===== config.mk =====
export PLATFORM = sky130hd
export DESIGN_NAME = line_seg_queue_flat
export DESIGN_NICKNAME = d
export VERILOG_FILES = /design/src/rtl/line_seg_queue_if.sv /design/src/rtl/line_seg_queue.sv /design/src/flat_wrapper.sv
export SDC_FILE = /design/constraint.sdc
export NUM_CORES = 1
export LEC_CHECK = 0
export BUFFER_PORTS_ARGS = -buffer_cell sky130_fd_sc_hd__buf_4
export CELL_PAD_IN_SITES_DETAIL_PLACEMENT = 2
export CELL_PAD_IN_SITES_GLOBAL_PLACEMENT = 2
export CORE_MARGIN = 2
export CORE_UTILIZATION = 42
export CTS_CLUSTER_SIZE = 30
export DETAILED_ROUTE_END_ITERATION = 16
export MAX_ROUTING_LAYER = met4
export PLACE_DENSITY = 0.75
export SLEW_MARGIN = 20
export SYNTH_ARGS = -nofsm -noshare
export SYNTH_HDL_FRONTEND = slang
export SYNTH_SLANG_ARGS = --single-unit

===== constraint.sdc =====
create_clock -name clk -period 2.75 [get_ports clk]
set_input_delay 0.1375 -clock clk [delete_from_list [all_inputs] [get_ports clk]]
set_output_delay 0.1375 -clock clk [all_outputs]
set_load 0.01 [all_outputs]

===== src/rtl/line_seg_queue_if.sv =====
// Segment queue port bundle: producer write side, rasterizer read side and
// the occupancy/status flags reported back to the producer.
interface line_seg_queue_if #(
  parameter int COORD_W = 13,
  parameter int INT_W   = 4,
  parameter int DEPTH   = 16
);
  localparam int CNT_W = $clog2(DEPTH + 1);

  logic               flush;
  logic               wr_en;
  logic [COORD_W-1:0] wr_start_x;
  logic [COORD_W-1:0] wr_start_y;
  logic [COORD_W-1:0] wr_end_x;
  logic [COORD_W-1:0] wr_end_y;
  logic [INT_W-1:0]   wr_intensity;
  logic               rd_en;
  logic [COORD_W-1:0] rd_start_x;
  logic [COORD_W-1:0] rd_start_y;
  logic [COORD_W-1:0] rd_end_x;
  logic [COORD_W-1:0] rd_end_y;
  logic [INT_W-1:0]   rd_intensity;
  logic               empty;
  logic               full;
  logic               almost_full;
  logic [CNT_W-1:0]   count;
  logic [7:0]         drop_cnt;

  modport master (
    output flush, wr_en, wr_start_x, wr_start_y, wr_end_x, wr_end_y,
           wr_intensity, rd_en,
    input  rd_start_x, rd_start_y, rd_end_x, rd_end_y, rd_intensity,
           empty, full, almost_full, count, drop_cnt
  );

  modport slave (
    input  flush, wr_en, wr_start_x, wr_start_y, wr_end_x, wr_end_y,
           wr_intensity, rd_en,
    output rd_start_x, rd_start_y, rd_end_x, rd_end_y, rd_intensity,
           empty, full, almost_full, count, drop_cnt
  );
endinterface


===== src/rtl/line_seg_queue.sv =====
// Show-ahead FIFO of complete line segments between the vector generator and
// the rasterizer, with optional blank-move filtering and drop-on-full policy.
module line_seg_queue #(
  parameter int COORD_W      = 13,
  parameter int INT_W        = 4,
  parameter int DEPTH        = 16,
  parameter int AFULL_LVL    = DEPTH - 2,
  parameter int DROP_ON_FULL = 0,
  parameter int SKIP_BLANK   = 1
) (
  input  logic            clk,
  input  logic            rst_l,
  line_seg_queue_if.slave q
);
  localparam int PTR_W = $clog2(DEPTH);
  localparam int CNT_W = $clog2(DEPTH + 1);

  typedef struct packed {
    logic [COORD_W-1:0] sx;
    logic [COORD_W-1:0] sy;
    logic [COORD_W-1:0] ex;
    logic [COORD_W-1:0] ey;
    logic [INT_W-1:0]   inten;
  } seg_t;

  seg_t             mem_q [DEPTH];
  seg_t             mem_d [DEPTH];
  logic [PTR_W-1:0] wr_ptr_q, wr_ptr_d;
  logic [PTR_W-1:0] rd_ptr_q, rd_ptr_d;
  logic [CNT_W-1:0] count_q, count_d;
  logic [7:0]       drop_cnt_q, drop_cnt_d;

  logic is_full, is_empty, is_blank, push, pop, overflow;
  seg_t wr_seg;

  // Acceptance looks only at the registered full flag, so a same-cycle pop
  // never opens a slot for a push.
  always_comb begin
    is_full   = (count_q == CNT_W'(DEPTH));
    is_empty  = (count_q == '0);
    is_blank  = (SKIP_BLANK != 0) && (q.wr_intensity == '0);
    push      = q.wr_en && !q.flush && !is_full && !is_blank;
    pop       = q.rd_en && !q.flush && !is_empty;
    overflow  = q.wr_en && !q.flush && is_full && !is_blank && (DROP_ON_FULL != 0);
    wr_seg    = '{sx: q.wr_start_x, sy: q.wr_start_y, ex: q.wr_end_x,
                  ey: q.wr_end_y, inten: q.wr_intensity};

    mem_d      = mem_q;
    wr_ptr_d   = wr_ptr_q;
    rd_ptr_d   = rd_ptr_q;
    count_d    = count_q;
    drop_cnt_d = drop_cnt_q;

    if (push) begin
      mem_d[wr_ptr_q] = wr_seg;
      wr_ptr_d        = wr_ptr_q + PTR_W'(1);
    end
    if (pop) begin
      rd_ptr_d = rd_ptr_q + PTR_W'(1);
    end

    if (push && !pop) begin
      count_d = count_q + CNT_W'(1);
    end else if (pop && !push) begin
      count_d = count_q - CNT_W'(1);
    end

    if (overflow && (drop_cnt_q != 8'hFF)) begin
      drop_cnt_d = drop_cnt_q + 8'd1;
    end

    // Flush wins over any push or pop, but keeps array contents and drop_cnt.
    if (q.flush) begin
      wr_ptr_d = '0;
      rd_ptr_d = '0;
      count_d  = '0;
    end
  end

  always_ff @(posedge clk or negedge rst_l) begin
    if (!rst_l) begin
      for (int i = 0; i < DEPTH; i++) begin
        mem_q[i] <= '0;
      end
      wr_ptr_q   <= '0;
      rd_ptr_q   <= '0;
      count_q    <= '0;
      drop_cnt_q <= '0;
    end else begin
      mem_q      <= mem_d;
      wr_ptr_q   <= wr_ptr_d;
      rd_ptr_q   <= rd_ptr_d;
      count_q    <= count_d;
      drop_cnt_q <= drop_cnt_d;
    end
  end

  assign q.rd_start_x   = mem_q[rd_ptr_q].sx;
  assign q.rd_start_y   = mem_q[rd_ptr_q].sy;
  assign q.rd_end_x     = mem_q[rd_ptr_q].ex;
  assign q.rd_end_y     = mem_q[rd_ptr_q].ey;
  assign q.rd_intensity = mem_q[rd_ptr_q].inten;
  assign q.empty        = is_empty;
  assign q.full         = is_full;
  assign q.almost_full  = (count_q >= CNT_W'(AFULL_LVL));
  assign q.count        = count_q;
  assign q.drop_cnt     = drop_cnt_q;
endmodule


===== src/flat_wrapper.sv =====
// flat-port wrapper written by rule: the top's interface ports become plain ports
module line_seg_queue_flat 
#(
  parameter int COORD_W      = 13,
  parameter int INT_W        = 4,
  parameter int DEPTH        = 16,
  parameter int AFULL_LVL    = DEPTH - 2,
  parameter int DROP_ON_FULL = 0,
  parameter int SKIP_BLANK   = 1
)
  (clk, rst_l, q_flush, q_wr_en, q_wr_start_x, q_wr_start_y, q_wr_end_x, q_wr_end_y, q_wr_intensity, q_rd_en, q_rd_start_x, q_rd_start_y, q_rd_end_x, q_rd_end_y, q_rd_intensity, q_empty, q_full, q_almost_full, q_count, q_drop_cnt);
  line_seg_queue_if #(.COORD_W(COORD_W), .INT_W(INT_W), .DEPTH(DEPTH)) q_i ();
  input  logic clk;
  input  logic rst_l;
  input wire logic [$bits(q_i.flush)-1:0] q_flush;
  input wire logic [$bits(q_i.wr_en)-1:0] q_wr_en;
  input wire logic [$bits(q_i.wr_start_x)-1:0] q_wr_start_x;
  input wire logic [$bits(q_i.wr_start_y)-1:0] q_wr_start_y;
  input wire logic [$bits(q_i.wr_end_x)-1:0] q_wr_end_x;
  input wire logic [$bits(q_i.wr_end_y)-1:0] q_wr_end_y;
  input wire logic [$bits(q_i.wr_intensity)-1:0] q_wr_intensity;
  input wire logic [$bits(q_i.rd_en)-1:0] q_rd_en;
  output wire logic [$bits(q_i.rd_start_x)-1:0] q_rd_start_x;
  output wire logic [$bits(q_i.rd_start_y)-1:0] q_rd_start_y;
  output wire logic [$bits(q_i.rd_end_x)-1:0] q_rd_end_x;
  output wire logic [$bits(q_i.rd_end_y)-1:0] q_rd_end_y;
  output wire logic [$bits(q_i.rd_intensity)-1:0] q_rd_intensity;
  output wire logic [$bits(q_i.empty)-1:0] q_empty;
  output wire logic [$bits(q_i.full)-1:0] q_full;
  output wire logic [$bits(q_i.almost_full)-1:0] q_almost_full;
  output wire logic [$bits(q_i.count)-1:0] q_count;
  output wire logic [$bits(q_i.drop_cnt)-1:0] q_drop_cnt;
  assign q_i.flush = q_flush;
  assign q_i.wr_en = q_wr_en;
  assign q_i.wr_start_x = q_wr_start_x;
  assign q_i.wr_start_y = q_wr_start_y;
  assign q_i.wr_end_x = q_wr_end_x;
  assign q_i.wr_end_y = q_wr_end_y;
  assign q_i.wr_intensity = q_wr_intensity;
  assign q_i.rd_en = q_rd_en;
  assign q_rd_start_x = q_i.rd_start_x;
  assign q_rd_start_y = q_i.rd_start_y;
  assign q_rd_end_x = q_i.rd_end_x;
  assign q_rd_end_y = q_i.rd_end_y;
  assign q_rd_intensity = q_i.rd_intensity;
  assign q_empty = q_i.empty;
  assign q_full = q_i.full;
  assign q_almost_full = q_i.almost_full;
  assign q_count = q_i.count;
  assign q_drop_cnt = q_i.drop_cnt;
  line_seg_queue #(.COORD_W(COORD_W), .INT_W(INT_W), .DEPTH(DEPTH), .AFULL_LVL(AFULL_LVL), .DROP_ON_FULL(DROP_ON_FULL), .SKIP_BLANK(SKIP_BLANK)) u_core (.clk(clk), .rst_l(rst_l), .q(q_i));
endmodule

After elaboration in Yosys (flattened, before gate mapping)

Index checks and enable logic that the tools add are counted.

Register bits after elaboration: 909
Bits in latches: 0
Bits in writable memories: 0
ROM bits: 0
Input port bits: 61
Memories: 0

Add/sub/neg operators: 4
Multipliers: 0
Divide/modulo/power cells: 0
Magnitude comparators: 4
Equality and inequality tests: 1
Shift-type cells: 0
Multiplexer cells: 13
Bitwise gates (word level): 2
Reduce and logical (&&, ||, !) cells: 19

Operators by type and width:

| operator                                                           | number |
|---|---|
| bitwise mux 896 bit                                                | 1 |
| binary-select mux 56 bit (select 4 bit)                            | 1 |
| demux 56 bit (select 4 bit)                                        | 1 |
| two-way mux 56 bit                                                 | 3 |
| two-way mux 4 bit                                                  | 4 |
| two-way mux 5 bit                                                  | 3 |
| greater-or-equal comparator 5 bit (second input constant)          | 2 |
| NOT 4 -> 5 bit                                                     | 2 |
| adder 4 x 1 -> 4 bit (second input constant)                       | 2 |
| logical AND 1 bit                                                  | 8 |
| zero test 1 bit                                                    | 6 |
| adder 5 x 1 -> 5 bit (second input constant)                       | 1 |
| equality test 5 bit (second input constant)                        | 1 |
| greater-or-equal comparator 5 x 4 -> 1 bit (second input constant) | 1 |
| zero test 5 bit                                                    | 1 |
| < comparator 5 x 1 -> 1 bit (second input constant)                | 1 |
| subtractor 5 x 1 -> 5 bit (second input constant)                  | 1 |
| zero test 4 bit                                                    | 1 |
| nonzero test 2 bit                                                 | 2 |
| nonzero test 3 bit                                                 | 1 |

Depth between registers and ports, before layout

Word-level depth: 9
Gate-level depth with buffers: 10
Depth with buffers taken out: 8

Worst setup path after synthesis

Ideal clock, no wire load.

Kind: register to register
Start: reg u_core.count_q[1], in the netlist u_core.q.count[1]
End: reg u_core.count_q[4], in the netlist u_core.q.count[4]
Setup time: 0.071 ns
Data arrival time: 2.809 ns
Setup slack: -0.130 ns
Cell stages (with the launch flop): 10
Path buffers: 1
Period minus slack after synthesis: 2.880 ns
Cell sequence: dfrtp_1 -> or4_1 -> clkbuf_1 -> o21ai_1 -> nand2_1 -> fa_1 -> a21o_1 -> a21o_1 -> a211o_1 -> nand4_1

Cells in the longest elaborated chain, start to end: 7

Ends and longest elaborated chain:

| element                                                                           | RTL line             | text |
|---|---|---|
| start, declared                                                                   | line_seg_queue.sv:30 | `logic [CNT_W-1:0] count_q, count_d;` |
| start signal, assigned                                                            | line_seg_queue.sv:93 | `count_q <= count_d;` |
| parallel branches: the longest is 7 deep, another holds subtractor 5 x 1 -> 5 bit | n/a                  |  |

Several ways; the timed one is not identified. The select of a mux whose other input is x is not followed.
A chain may end at the register's enable or synchronous reset.

Worst setup path in the final report

Start: reg u_core.rd_ptr_q[0]
End: out q_rd_start_y[1]

Cells in the longest elaborated chain, start to end: 4

Ends and longest elaborated chain:

| element                                 | RTL line             | text |
|---|---|---|
| start, declared                         | line_seg_queue.sv:29 | `logic [PTR_W-1:0] rd_ptr_q, rd_ptr_d;` |
| start signal, assigned                  | line_seg_queue.sv:92 | `rd_ptr_q <= rd_ptr_d;` |
| NOT 4 -> 5 bit (implied by the code)    | line_seg_queue.sv:99 | `assign q.rd_start_y = mem_q[rd_ptr_q].sy;` |
| binary-select mux 56 bit (select 4 bit) | line_seg_queue.sv:99 |  |
| two-way mux 56 bit (2 in a row)         | n/a                  |  |
| end, declared                           | flat_wrapper.sv:24   | `output wire logic [$bits(q_i.rd_start_y)-1:0] q_rd_start_y;` |

No other way between the ends. The select of a mux whose other input is x is not followed.

==> metrics.txt <==
# TYPE chip_impl_metric gauge
chip_impl_metric{name="path_max_fanout",unit=""} 15
chip_impl_metric{name="final.period_utilization",unit=""} 1.05
chip_impl_metric{name="worstMarginPinSlew",unit="ps"} 908
chip_impl_metric{name="total_leakage_power",unit="nW"} 23.9
chip_impl_metric{name="post_dp_hpwl",unit="mm"} 75.4
chip_impl_info{name="slowest_stage",value="mux4_2"} 1
chip_impl_info{name="violations",value="negative setup slack"} 1
chip_impl_info{name="synthFlopType",value="dfrtp_1"} 1
chip_impl_metric{name="area_growth",unit="%"} 20.3
chip_impl_metric{name="nNetsFinal",unit=""} 3055
chip_impl_metric{name="die_h",unit="um"} 320
chip_impl_metric{name="peakVddDrop",unit="uV"} 600
chip_impl_metric{name="drc",unit=""} 0
chip_impl_metric{name="yosys_warnings",unit=""} 0
chip_impl_metric{name="max_cap_viol_count",unit=""} 0
chip_impl_metric{name="post_synth_inst_count",unit=""} 2789
chip_impl_metric{name="synthArstFlopShare",unit=""} 1.00
chip_impl_metric{name="worst-endpoint-arrival",unit="ps"} 2750
chip_impl_metric{name="worst_ep_required_time",unit="ps"} 2610
chip_impl_metric{name="setup_viol",unit=""} 42
chip_impl_metric{name="die_width",unit="um"} 320
chip_impl_metric{name="final-hold-violation-count",unit=""} 0
chip_impl_metric{name="power_density_of_the_placed_cells",unit="nW/um2"} 785
chip_impl_metric{name="synth_seq_area_share",unit=""} 0.542
chip_impl_info{name="synth.top_cells.by_area",value="dfrtp_1 (54%), mux2_2 (13%), mux2_1 (11%), mux4_2 (6.0%), mux2i_1 (5.4%)"} 1
chip_impl_metric{name="core_area",unit="um2"} 98700
chip_impl_metric{name="cts-buffers-inserted",unit=""} 99
chip_impl_metric{name="htree_num_levels",unit=""} 3
chip_impl_metric{name="num_io_pins",unit=""} 133
chip_impl_metric{name="clkSlewWorstSetupHoldPaths",unit="ps"} 60
chip_impl_metric{name="synth_seq_cells",unit=""} 909
chip_impl_metric{name="initial_utilization",unit=""} 0.425
chip_impl_metric{name="totalPowerFinal",unit="W"} 0.0396
chip_impl_metric{name="drt-vias-per-instance",unit=""} 5.98
chip_impl_metric{name="synthesis.area",unit="um2"} 42000
chip_impl_metric{name="drtAntennaViolNets",unit=""} 0
chip_impl_metric{name="drive_gt1_frac",unit=""} 0.401
chip_impl_metric{name="global_route_wire_length_before_repair",unit="mm"} 203
chip_impl_info{name="root_buffer",value="clkbuf_16"} 1
chip_impl_metric{name="yosys.cell_types.count",unit=""} 46
chip_impl_metric{name="route.final.wire_length",unit="mm"} 139
chip_impl_info{name="result_of_the_run",value="finished, violations left"} 1
chip_impl_metric{name="finalCriticalPeriod",unit="ps"} 2880
chip_impl_info{name="min_path_type",value="input pin to async pin"} 1
chip_impl_info{name="crit_path_cell_trace",value="buf_16 > buf_12 > mux4_2 > a22oi_1 > nand2_1 > buf_4"} 1
chip_impl_metric{name="finalMaxSlewViolations",unit=""} 0
chip_impl_metric{name="syn_area_per_cell",unit="um2"} 15.0
chip_impl_info{name="grt_setup_unrepaired",value="true"} 1
chip_impl_metric{name="gp_congestion",unit=""} 0.769
chip_impl_metric{name="drtIter0Drc",unit=""} 1333
chip_impl_metric{name="antenna_found_initial",unit=""} 4
chip_impl_info{name="worst_setup_path_category",value="flip-flop to output pin"} 1
chip_impl_metric{name="max_slew_margin",unit=""} 0.394
chip_impl_info{name="commonest_cells_after_routing_fill_and_taps_aside",value="dfrtp_1 (904), mux2_2 (488), mux2_1 (408)"} 1
chip_impl_info{name="synth_top_cell_by_area",value="dfrtp_1"} 1
chip_impl_metric{name="die_area",unit="um2"} 102000
chip_impl_metric{name="port_buffers",unit=""} 124
chip_impl_metric{name="global_route.overflow_total",unit=""} 0
chip_impl_metric{name="num_rows",unit=""} 115
chip_impl_metric{name="synth-edff-count",unit=""} 0
chip_impl_info{name="timing.critical_path.from_type",value="flip-flop"} 1
chip_impl_metric{name="finalSetupTns",unit="ps"} -2600
chip_impl_metric{name="fin_skew",unit="ps"} 27.4
chip_impl_info{name="tritoncts",value="built"} 1
chip_impl_metric{name="grt_max_degree",unit=""} 103
chip_impl_metric{name="yosys.area.top_type_share",unit=""} 0.542
chip_impl_metric{name="grt_pass1_vias",unit=""} 30500
chip_impl_metric{name="wire_per_inst",unit="um"} 31.8
chip_impl_metric{name="final.hold.worst_slack",unit="ps"} 56.3
chip_impl_metric{name="pnr_worst_setup_slack",unit="ps"} -134
chip_impl_info{name="layout.cells.most_common",value="dfrtp_1"} 1
chip_impl_metric{name="gr-usage-all-layers",unit=""} 0.271
chip_impl_info{name="worstSetupEndpointType",value="output pin"} 1
chip_impl_metric{name="crit_path_max_incr_delay",unit="ps"} 520
chip_impl_metric{name="worstSkewPairLatency",unit="ps"} 680
chip_impl_metric{name="clock-sinks",unit=""} 909
chip_impl_metric{name="drt_first_pass_iters",unit=""} 6
chip_impl_metric{name="via_count",unit=""} 26100
chip_impl_metric{name="achievable-frequency",unit="MHz"} 347
chip_impl_metric{name="maximum_root_to_sink_buffer_count",unit=""} 3
[cell usage after synthesis, drive strengths merged, types with 5 or more instances]
cell type / instances
a221oi: 114
mux2: 896
nor2: 9
ha: 9
mux4: 112
dfrtp: 909
inv: 8
clkbuf: 114
o21ai: 60
nand3: 16
a22oi: 56
xnor2: 7
buf: 148
a21oi: 5
nand2: 60
mux2i: 225
[registers in the layout, indices dropped and copies added (netlist names)]
register,cells
u_core.mem_q,896
u_core.rd_ptr_q,4
u_core.q.count,5
u_core.wr_ptr_q,4
[metal layers]
layer  vias up  GRT usage  wire length, um
met5         -          -                0
met4         0      0.101             4930
met3       281     0.0336             4680
met2       638      0.467            72500
met1     14300      0.326            56400
li1      10800          -                -
[layout make-up]
class | count | area (um2)
tap | 1287 | 1610
sequential | 909 | 22800
clock inverter | 43 | 430
clock buffer | 144 | 2920
antenna | 4 | 10.0
timing repair buffer | 348 | 4110
inverter | 8 | 35.0
multi-input combinational | 1618 | 18600
fill | 8774 | 48200
[power breakdown]
| group | switching (W) | internal, W |
|---|---|---|
| logic | 0.00523 | 0.00525 |
| clock network | 0.00575 | 0.00804 |
| registers | 0.000806 | 0.0145 |
[worst max-delay path: cells and delay by family, from the launching register on]
kind / cells / cell delay (ps)
buffers and inverters: 3 / 620
muxes: 1 / 520
DFF: 1 / 480
AOI/OAI and AO/OA: 1 / 240
and+or+nand+nor: 1 / 180
[cells by family after synthesis]
kind of cell,Yosys count,share of synthesized area
mux,1233,0.354
flops,909,0.542
buf+inv,270,0.0405
compound gates,248,0.0444
simple gates,109,0.0137
fa+ha+maj,10,0.00316
xor+xnor,9,0.00188
other cells,1,0.0000894
[final timing paths]
check | cells after the start | startpoint | slack (ps) | endpoint
hold / removal | 2 | rst_l | 60 | u_core.mem_q[651]
setup / recovery | 6 | u_core.rd_ptr_q[0] | -130 | q_rd_start_y[1]
max in group asynchronous | 3 | rst_l | 1620 | u_core.mem_q[182]
min in group clk | 3 | q_flush | 350 | u_core.wr_ptr_q[0]
hold reg to reg | 1 | u_core.mem_q[427] | 490 | u_core.mem_q[427]
setup reg to reg | 8 | u_core.q.count[1] | 140 | u_core.q.count[4]
[through the flow]
stage               area, um2   util  instances  setup WS, ps
detailed placement      44700  0.453       4065          61.2
global route            50500  0.511       4361          -237
global placement        44700  0.453       4065          96.7
finish                  50500  0.511       4361          -134
CTS                     49500  0.502       4329          -144
floorplan               42000      -       2796          7.29
[repair_timing]
action                                 4_1_cts  5_1_grt
setup endpoints to repair                   56       57
gates resized for setup                    106      129
buffers inserted                             7       18
gates cloned                                 9       10
pin swaps                                   14       39
hold buffers                                61        0
endpoints found under the hold margin     1163        0
No activity file was read; power rests on OpenSTA's default activity.
